## config.mk

```make
export PLATFORM = sky130hd
export DESIGN_NAME = rdyack_packer
export DESIGN_NICKNAME = d
export VERILOG_FILES = /design/src/rtl/rdyack_packer_pkg.sv /design/src/rtl/rdyack_packer_oreg.sv /design/src/rtl/rdyack_packer.sv
export SDC_FILE = /design/constraint.sdc
export NUM_CORES = 1
export LEC_CHECK = 0
export CORE_MARGIN = 5
export CORE_UTILIZATION = 45
export DETAILED_ROUTE_END_ITERATION = 16
export DONT_BUFFER_PORTS = 1
export HOLD_SLACK_MARGIN = 0.03
export PLACE_DENSITY_LB_ADDON = 0.12
export SLEW_MARGIN = 40
export SYNTH_ARGS = -nofsm -noshare
export SYNTH_HDL_FRONTEND = slang
export SYNTH_SLANG_ARGS = --single-unit
```

## constraint.sdc

```tcl
create_clock -name i_clk -period 7.4 [get_ports i_clk]
set_input_delay 0.37 -clock i_clk [delete_from_list [all_inputs] [get_ports i_clk]]
set_output_delay 0.37 -clock i_clk [all_outputs]
set_load 0.02 [all_outputs]
```

## src/rtl/rdyack_packer_pkg.sv

```systemverilog
// Shared defaults and count-width helpers for the rdy/ack word packer.
package rdyack_packer_pkg;

  localparam int BW_DEF    = 16;
  localparam int NPACK_DEF = 4;

  // Width that can hold the values 0..n-1 (at least one bit).
  function automatic int cnt_width(input int n);
    return (n <= 2) ? 1 : $clog2(n);
  endfunction

  localparam int CNT_W_DEF  = cnt_width(NPACK_DEF);
  localparam int DCNT_W_DEF = cnt_width(NPACK_DEF + 1);

endpackage

```

## src/rtl/rdyack_packer_oreg.sv

```systemverilog
// Packed-word holding register and dst_rdy control for rdyack_packer.
// Optional word-count output under RDYACK_PACKER_LAST_EN.
module rdyack_packer_oreg #(
  parameter int W   = 64,
  parameter int DCW = 3
) (
  input  logic           clk,
  input  logic           rst,
  input  logic           load,
  input  logic [W-1:0]   load_dat,
`ifdef RDYACK_PACKER_LAST_EN
  input  logic [DCW-1:0] load_cnt,
  output logic [DCW-1:0] dst_cnt,
`endif
  input  logic           dst_ack,
  output logic           dst_rdy,
  output logic [W-1:0]   dst_dat
);

  // A load is only issued when the register is empty or draining this cycle,
  // so load takes priority and a simultaneous drain produces no bubble.
  always_ff @(posedge clk or posedge rst) begin
    if (rst) begin
      dst_rdy <= 1'b0;
      dst_dat <= '0;
    end else if (load) begin
      dst_rdy <= 1'b1;
      dst_dat <= load_dat;
    end else if (dst_rdy && dst_ack) begin
      dst_rdy <= 1'b0;
    end
  end

`ifdef RDYACK_PACKER_LAST_EN
  always_ff @(posedge clk or posedge rst) begin
    if (rst)       dst_cnt <= '0;
    else if (load) dst_cnt <= load_cnt;
  end
`endif

endmodule

```

## src/rtl/rdyack_packer.sv

```systemverilog
// Packs NPACK BW-bit words into one wide word over rdy/ack handshakes.
// Macro RDYACK_PACKER_LAST_EN adds src_last/dst_cnt for short groups.
//
// Handshake: a transfer happens on a rising edge where rdy && ack are both
// high; rdy never waits for ack, and the holder of rdy keeps data stable
// until the transfer cycle.
module rdyack_packer
  import rdyack_packer_pkg::*;
#(
  parameter int BW    = BW_DEF,
  parameter int NPACK = NPACK_DEF
) (
  input  logic                  i_clk,
  input  logic                  i_rst,
  input  logic                  src_rdy,
  output logic                  src_ack,
  input  logic [BW-1:0]         src_dat,
`ifdef RDYACK_PACKER_LAST_EN
  input  logic                  src_last,
  output logic [cnt_width(NPACK+1)-1:0] dst_cnt,
`endif
  output logic                  dst_rdy,
  input  logic                  dst_ack,
  output logic [BW*NPACK-1:0]   dst_dat
);

  localparam int CW  = cnt_width(NPACK);
  localparam int DCW = cnt_width(NPACK + 1);
  localparam logic [CW-1:0] LAST_IDX = CW'(NPACK - 1);

  logic [CW-1:0]         cnt;
  logic [BW*NPACK-1:0]   acc;
  logic [BW*NPACK-1:0]   acc_ins;
  logic                  at_last;
  logic                  src_xfer;
  logic                  group_done;

`ifdef RDYACK_PACKER_LAST_EN
  assign at_last = (cnt == LAST_IDX) || src_last;
`else
  assign at_last = (cnt == LAST_IDX);
`endif

  // Only the group-completing word needs the output register free.
  assign src_ack    = src_rdy && !i_rst && (!at_last || !dst_rdy || dst_ack);
  assign src_xfer   = src_rdy && src_ack;
  assign group_done = src_xfer && at_last;

  // Slots above cnt are always zero in acc, which also zeroes short groups.
  always_comb begin
    acc_ins = acc;
    for (int k = 0; k < NPACK; k++) begin
      if (cnt == CW'(k)) acc_ins[k*BW +: BW] = src_dat;
    end
  end

  always_ff @(posedge i_clk or posedge i_rst) begin
    if (i_rst) begin
      cnt <= '0;
      acc <= '0;
    end else if (src_xfer) begin
      if (group_done) begin
        cnt <= '0;
        acc <= '0;
      end else begin
        cnt <= cnt + CW'(1);
        acc <= acc_ins;
      end
    end
  end

  rdyack_packer_oreg #(
    .W   (BW*NPACK),
    .DCW (DCW)
  ) u_oreg (
    .clk      (i_clk),
    .rst      (i_rst),
    .load     (group_done),
    .load_dat (acc_ins),
`ifdef RDYACK_PACKER_LAST_EN
    .load_cnt (DCW'(cnt) + DCW'(1)),
    .dst_cnt  (dst_cnt),
`endif
    .dst_ack  (dst_ack),
    .dst_rdy  (dst_rdy),
    .dst_dat  (dst_dat)
  );

endmodule

```

---- Word level (Yosys, flattened, before mapping) ----
Cells that the tools add are included.
storage, ports and cells
  register bits ........................... 131
  output and inout port bits .............. 66
  word-level logic and storage cells ...... 28
operators by class
  add/sub/neg operators ................... 1
  equality and inequality tests ........... 3
  mux-type cells .......................... 8
  reduce and logical (&&, ||, !) cells .... 12
operators by type and width
  cell                                                 count
  two-way mux 16 bit                                   4
  two-way mux 64 bit                                   1
  logical AND 1 bit                                    5
  equality test 2 bit, second input constant           2
  logical NOT 1 bit                                    3
  adder 2 x 1 -> 2 bit, second input constant          1
  equality test 2 x 1 -> 1 bit, second input constant  1
  logical NOT 2 bit                                    1
  logical OR 1 bit                                     2
  two-way mux 1 bit                                    2
  two-way mux 2 bit                                    1
  nonzero test 2 bit                                   1

---- Logic depth before layout (Yosys ltp) ----
  word-level depth ........................ 8
  mapped depth ............................ 6
  gate-level depth less buffers ........... 4

---- By module ----
Synthesis repeated with hierarchy kept, for this count alone.
unflattened totals
  cells, all modules ...................... 376
  area, all modules ....................... 5850.6 sq um
modules (own cells, without submodules)
  module              times used  cells an instance  area an instance (sq um)  sequential area each (sq um)
  rdyack_packer       1           237                3231.8                    1651.6
  rdyack_packer_oreg  1           139                2618.8                    1626.6

---- Least setup slack after synthesis ----
OpenSTA, ideal clock, no wires.
  path type ............................... reg-to-reg
  start ................................... reg cnt[0]
  end ..................................... reg u_oreg.dst_dat[0]
  setup time .............................. 0.125 ns
  arrival time ............................ 1.590 ns
  slack ................................... 5.685 ns
  stages on the path, launching flop included .. 7
  path buffers ............................ 2
  clock period less this slack ............ 1.715 ns
  cells stage by stage .................... dfrtp_1 > inv_1 > ha_1 > buf_2 > buf_2 > mux2_2 > mux2_2
between the ends
  word-level cells in the longest chain between the ends .. 7
  elaborated cells on any way between the ends .. 9
  those cells by class .................... eq/ne (1); mux (1); reduce/logical (7)
RTL lines
  element                         line                      text
  start, declared                 rdyack_packer.sv:31       logic [CW-1:0] cnt;
  start signal, assigned          rdyack_packer.sv:66       cnt <= cnt + CW'(1);
  equality test 2 bit             rdyack_packer.sv:41       assign at_last = (cnt == LAST_IDX);
  logical NOT 1 bit               rdyack_packer.sv:45       assign src_ack = src_rdy && !i_rst && (!at_last || !dst_rdy || dst_ack);
  logical OR 1 bit (2 in series)  rdyack_packer.sv:45
  logical AND 1 bit               rdyack_packer.sv:45
  logical AND 1 bit               rdyack_packer.sv:46       assign src_xfer = src_rdy && src_ack;
  logical AND 1 bit               rdyack_packer.sv:47       assign group_done = src_xfer && at_last;
  end signal, assigned            rdyack_packer_oreg.sv:28  dst_dat <= load_dat;
  end, declared                   rdyack_packer_oreg.sv:17  output logic [W-1:0] dst_dat
Parallel ways exist; a longest one is shown, timed or not.
A chain may end at the register's enable or synchronous reset.

---- Worst setup path after layout ----
  start ................................... reg cnt[0]
  end ..................................... out src_ack
between the ends
  word-level cells in the longest chain between the ends .. 5
RTL lines
  element                         line                 text
  equality test 2 bit             rdyack_packer.sv:41
  logical NOT 1 bit               rdyack_packer.sv:45
  logical OR 1 bit (2 in series)  rdyack_packer.sv:45
  logical AND 1 bit               rdyack_packer.sv:45
  end, declared                   rdyack_packer.sv:16  output logic src_ack,
Every way passes these cells.

==> key figures <==
Outcome
  – Status: complete, no violations

Timing
  – Peak Freq: 410 MHz
  – Tmin final: 2.44 ns
  – Final Hold Fails: 0
  – RSZ-0062 raised after global routing: false
  – Fin Setup TNS: 0 ns
  – Final setup violation count: 0
  – Period utilization: 0.329
  – Max-slew violation count: 0
  – Worst-Margin Slew: 0.841 ns
  – Worst slew margin relative to its limit: 0.439
  – Clk_skew: 0.00841 ns

GRT
  – Met1 Usage GRT: 0.266
  – Grt met2 use: 0.250
  – First-pass GRT wire length: 18.4 mm
  – Number of global-route vias before repair: 3,026
  – Total Routing Usage GR: 0.187
  – Initial antenna violation count: 0
  – GR Overflow Total: 0
  – Most Crowded Layer GR: met1
  – M3 GR Usage: 0.0747
  – Largest net degree at the start of global routing: 68

Final layout
  – Fin cells: 495
  – N_diodes: 0
  – Final instance area: 5760 um^2
  – Core Util, Final: 0.534
  – Fin nets: 366
  – P&R area growth vs syn: 16.4%
  – Share of cells above drive strength 1: 0.434

Synth
  – Main synth FF type: dfrtp_1
  – Avg Cell Area, Syn: 15.5 um^2
  – Count of flip-flops with a built-in enable after synthesis: 0
  – FFs w/ async S/R, synth: 1.00
  – Ys Warns: 0
  – Top-count cell post-synth: dfrtp_1
  – Post-synthesis sequential area ratio: 0.581
  – FF+latch count, synth: 115
  – Post-Syn Area: 4950 um^2
  – Top cell type's share of synthesized area: 0.581
  – Post-synthesis cell type count: 20
  – Synth top cells by count: dfrtp_1, mux2_2, a22o_1, buf_2, buf_6
  – Syn Nets: 344
  – Area leader, netlist: dfrtp_1
  – Synthesized instance count: 320
  – Top area cells in the synthesized netlist: dfrtp_1, mux2_2, a22o_1, buf_6, mux2_4

Floorplan
  – Area of the core: 10,800 um^2
  – DIE AREA: 13,200 um^2
  – Die span in x: 115 um
  – Number of I/O pins: 86
  – Starting density of the core: 0.459
  – Chip height: 115 um
  – Row cnt: 38

Clocking
  – Num CTS Buffers: 17
  – Cts hold-fix bufs: 17
  – Post-CTS Resized: 0
  – CTS tree: built
  – # clock sinks: 115
  – Post-CTS Setup Inserts: 0
  – Clock latency on the worst-skew pair: 0.51 ns
  – Clock transition at path regs: 0.06 ns
  – Clock root cell: clkbuf_8
  – # H-tree levels: 4
  – Clock Path Buffers: 2

Critical path
  – CP Buf/Inv Count: 1
  – Critical path startpoint category: flop
  – Arrival time worst endpoint: 2.07 ns
  – CP Data Required Time: 7.03 ns
  – Crit path launch: cnt[0]$_DFFE_PP0N_
  – CP max stage cell: ha_1
  – Worst path top cell family by delay: adder cells
  – Max FO, Critical Path: 9
  – Crit Path Class: reg2out
  – Crit-path cells: ha_1, nand3b_1, nand2_1, inv_1
  – Worst Setup End Kind: output port
  – Slowest stage delay, CP: 0.55 ns
  – Crit Reg-Reg Startpoint: cnt[0]$_DFFE_PP0N_

Route
  – # DRC: 0
  – Drt pass-1 iters: 4
  – Initial DRC count: 168
  – Drt total wl: 11.5 mm
  – Final ANT Viol Nets: 0
  – Vias: 2,813
  – WL/cell: 23.3 um
  – Vias per cell: 5.68

Placed design
  – Final HPWL DP: 6.79 mm
  – Placed cells: 446
  – # port buffers: 0
  – GP Congestion: 0.752
  – Placed Instance Area: 5070 um^2

Pwr
  – LEAKAGE: 2.72 nW
  – PwrDens: 465 nW/um^2
  – Peak supply drop: 0.000188 V

Job
  – Max Cap Viol: 0

Hold path
  – Hold crit path type: in2reg
  – Worst Min Path Start: dst_ack
worst register-to-register path: cells and delay by family (launching register included):
family                     cells  cell delay (ns)
AOI/OAI and AO/OA              1             0.26
DFF                            1             0.42
and+or+nand+nor                1             0.72
adders and majority gates      1             0.71
buffers and inverters          1             0.10
final timing paths:
check                                             end  slack, ns  cells after the start
max                                           src_ack       4.96                      4
max in group asynchronous          acc[1]$_DFFE_PP0N_       5.95                      3
min in group asynchronous          cnt[0]$_DFFE_PP0N_       0.42                      2
max reg2reg                       acc[37]$_DFFE_PP0N_       5.13                      4
min                        u_oreg.dst_rdy$_DFFE_PP0P_       0.13                      2
min reg2reg                       acc[39]$_DFFE_PP0N_       0.49                      1
report_power, final:
| group | switching, W | internal, W | leakage, nW |
|---|---|---|---|
| clock network | 0.000263 | 0.000443 | 0.260 |
| logic | 0.000247 | 0.000417 | 0.982 |
| registers | 0.000391 | 0.000919 | 1.48 |
placed cells by master (no fill, tap or decap):
cell type	synthesis	final
a21o_1	1	1
nand2b_1	1	1
inv_1	4	3
a22o_1	48	48
buf_2	8	2
dlygate4sd3_1	0	17
mux2_4	5	5
ha_1	4	3
nor3_1	1	1
nand2_1	2	2
nand3_4	1	1
buf_6	7	1
clkbuf_8	0	5
clkinv_2	0	5
buf_4	5	2
buf_12	0	1
clkbuf_16	0	16
clkbuf_1	1	6
inv_4	0	1
o211ai_1	3	3
ha_2	0	1
dfrtp_1	115	115
and2b_4	1	1
nor3b_4	0	3
mux2_2	108	108
buf_16	0	1
nand3b_1	1	1
nand2b_4	1	1
area by class of cell:
cell class / instances / area, um^2
multi-input cells: 180 / 1920
clock inverters: 5 / 25.0
well taps: 140 / 175
repair buffers: 24 / 254
fillers: 886 / 5030
flip-flops and latches: 115 / 2880
clock buffers: 27 / 492
inverters: 4 / 17.5
cells by family (layout without fill, tap and decap cells):
| group | Yosys count | in the layout | share of synthesized area |
|---|---|---|---|
| AOI/OAI and AO/OA | 52 | 52 | 0.0910 |
| adders and majority gates | 4 | 4 | 0.0101 |
| buffers and inverters | 25 | 60 | 0.0354 |
| DFF | 115 | 115 | 0.581 |
| muxes | 113 | 113 | 0.261 |
| and+or+nand+nor | 11 | 11 | 0.0212 |
routing by layer:
layer / wire length (um) / part of all wire / up-vias
met5: 0 / 0 / -
li1: - / - / 1232
met1: 5420 / 0.47 / 1475
met2: 4980 / 0.43 / 82
met3: 889 / 0.077 / 24
met4: 251 / 0.022 / 0
through the flow:
stage          power, W  hold WS, ns  setup slack [ns]
2_1_floorplan   0.00182        0.462              3.99
3_3_place_gp    0.00195        0.352              4.83
3_5_place_dp    0.00198        0.362              5.03
4_1_cts         0.00272       0.0967              4.96
5_1_grt         0.00283       0.0898              4.82
6_report        0.00268        0.126              4.96
sequential cells by signal (all words and copies together) (netlist names):
register and count:
cnt 2, u_oreg.dst_dat 64, acc 48, u_oreg.dst_rdy 1
Note: power is estimated with default switching activity, not from simulation.
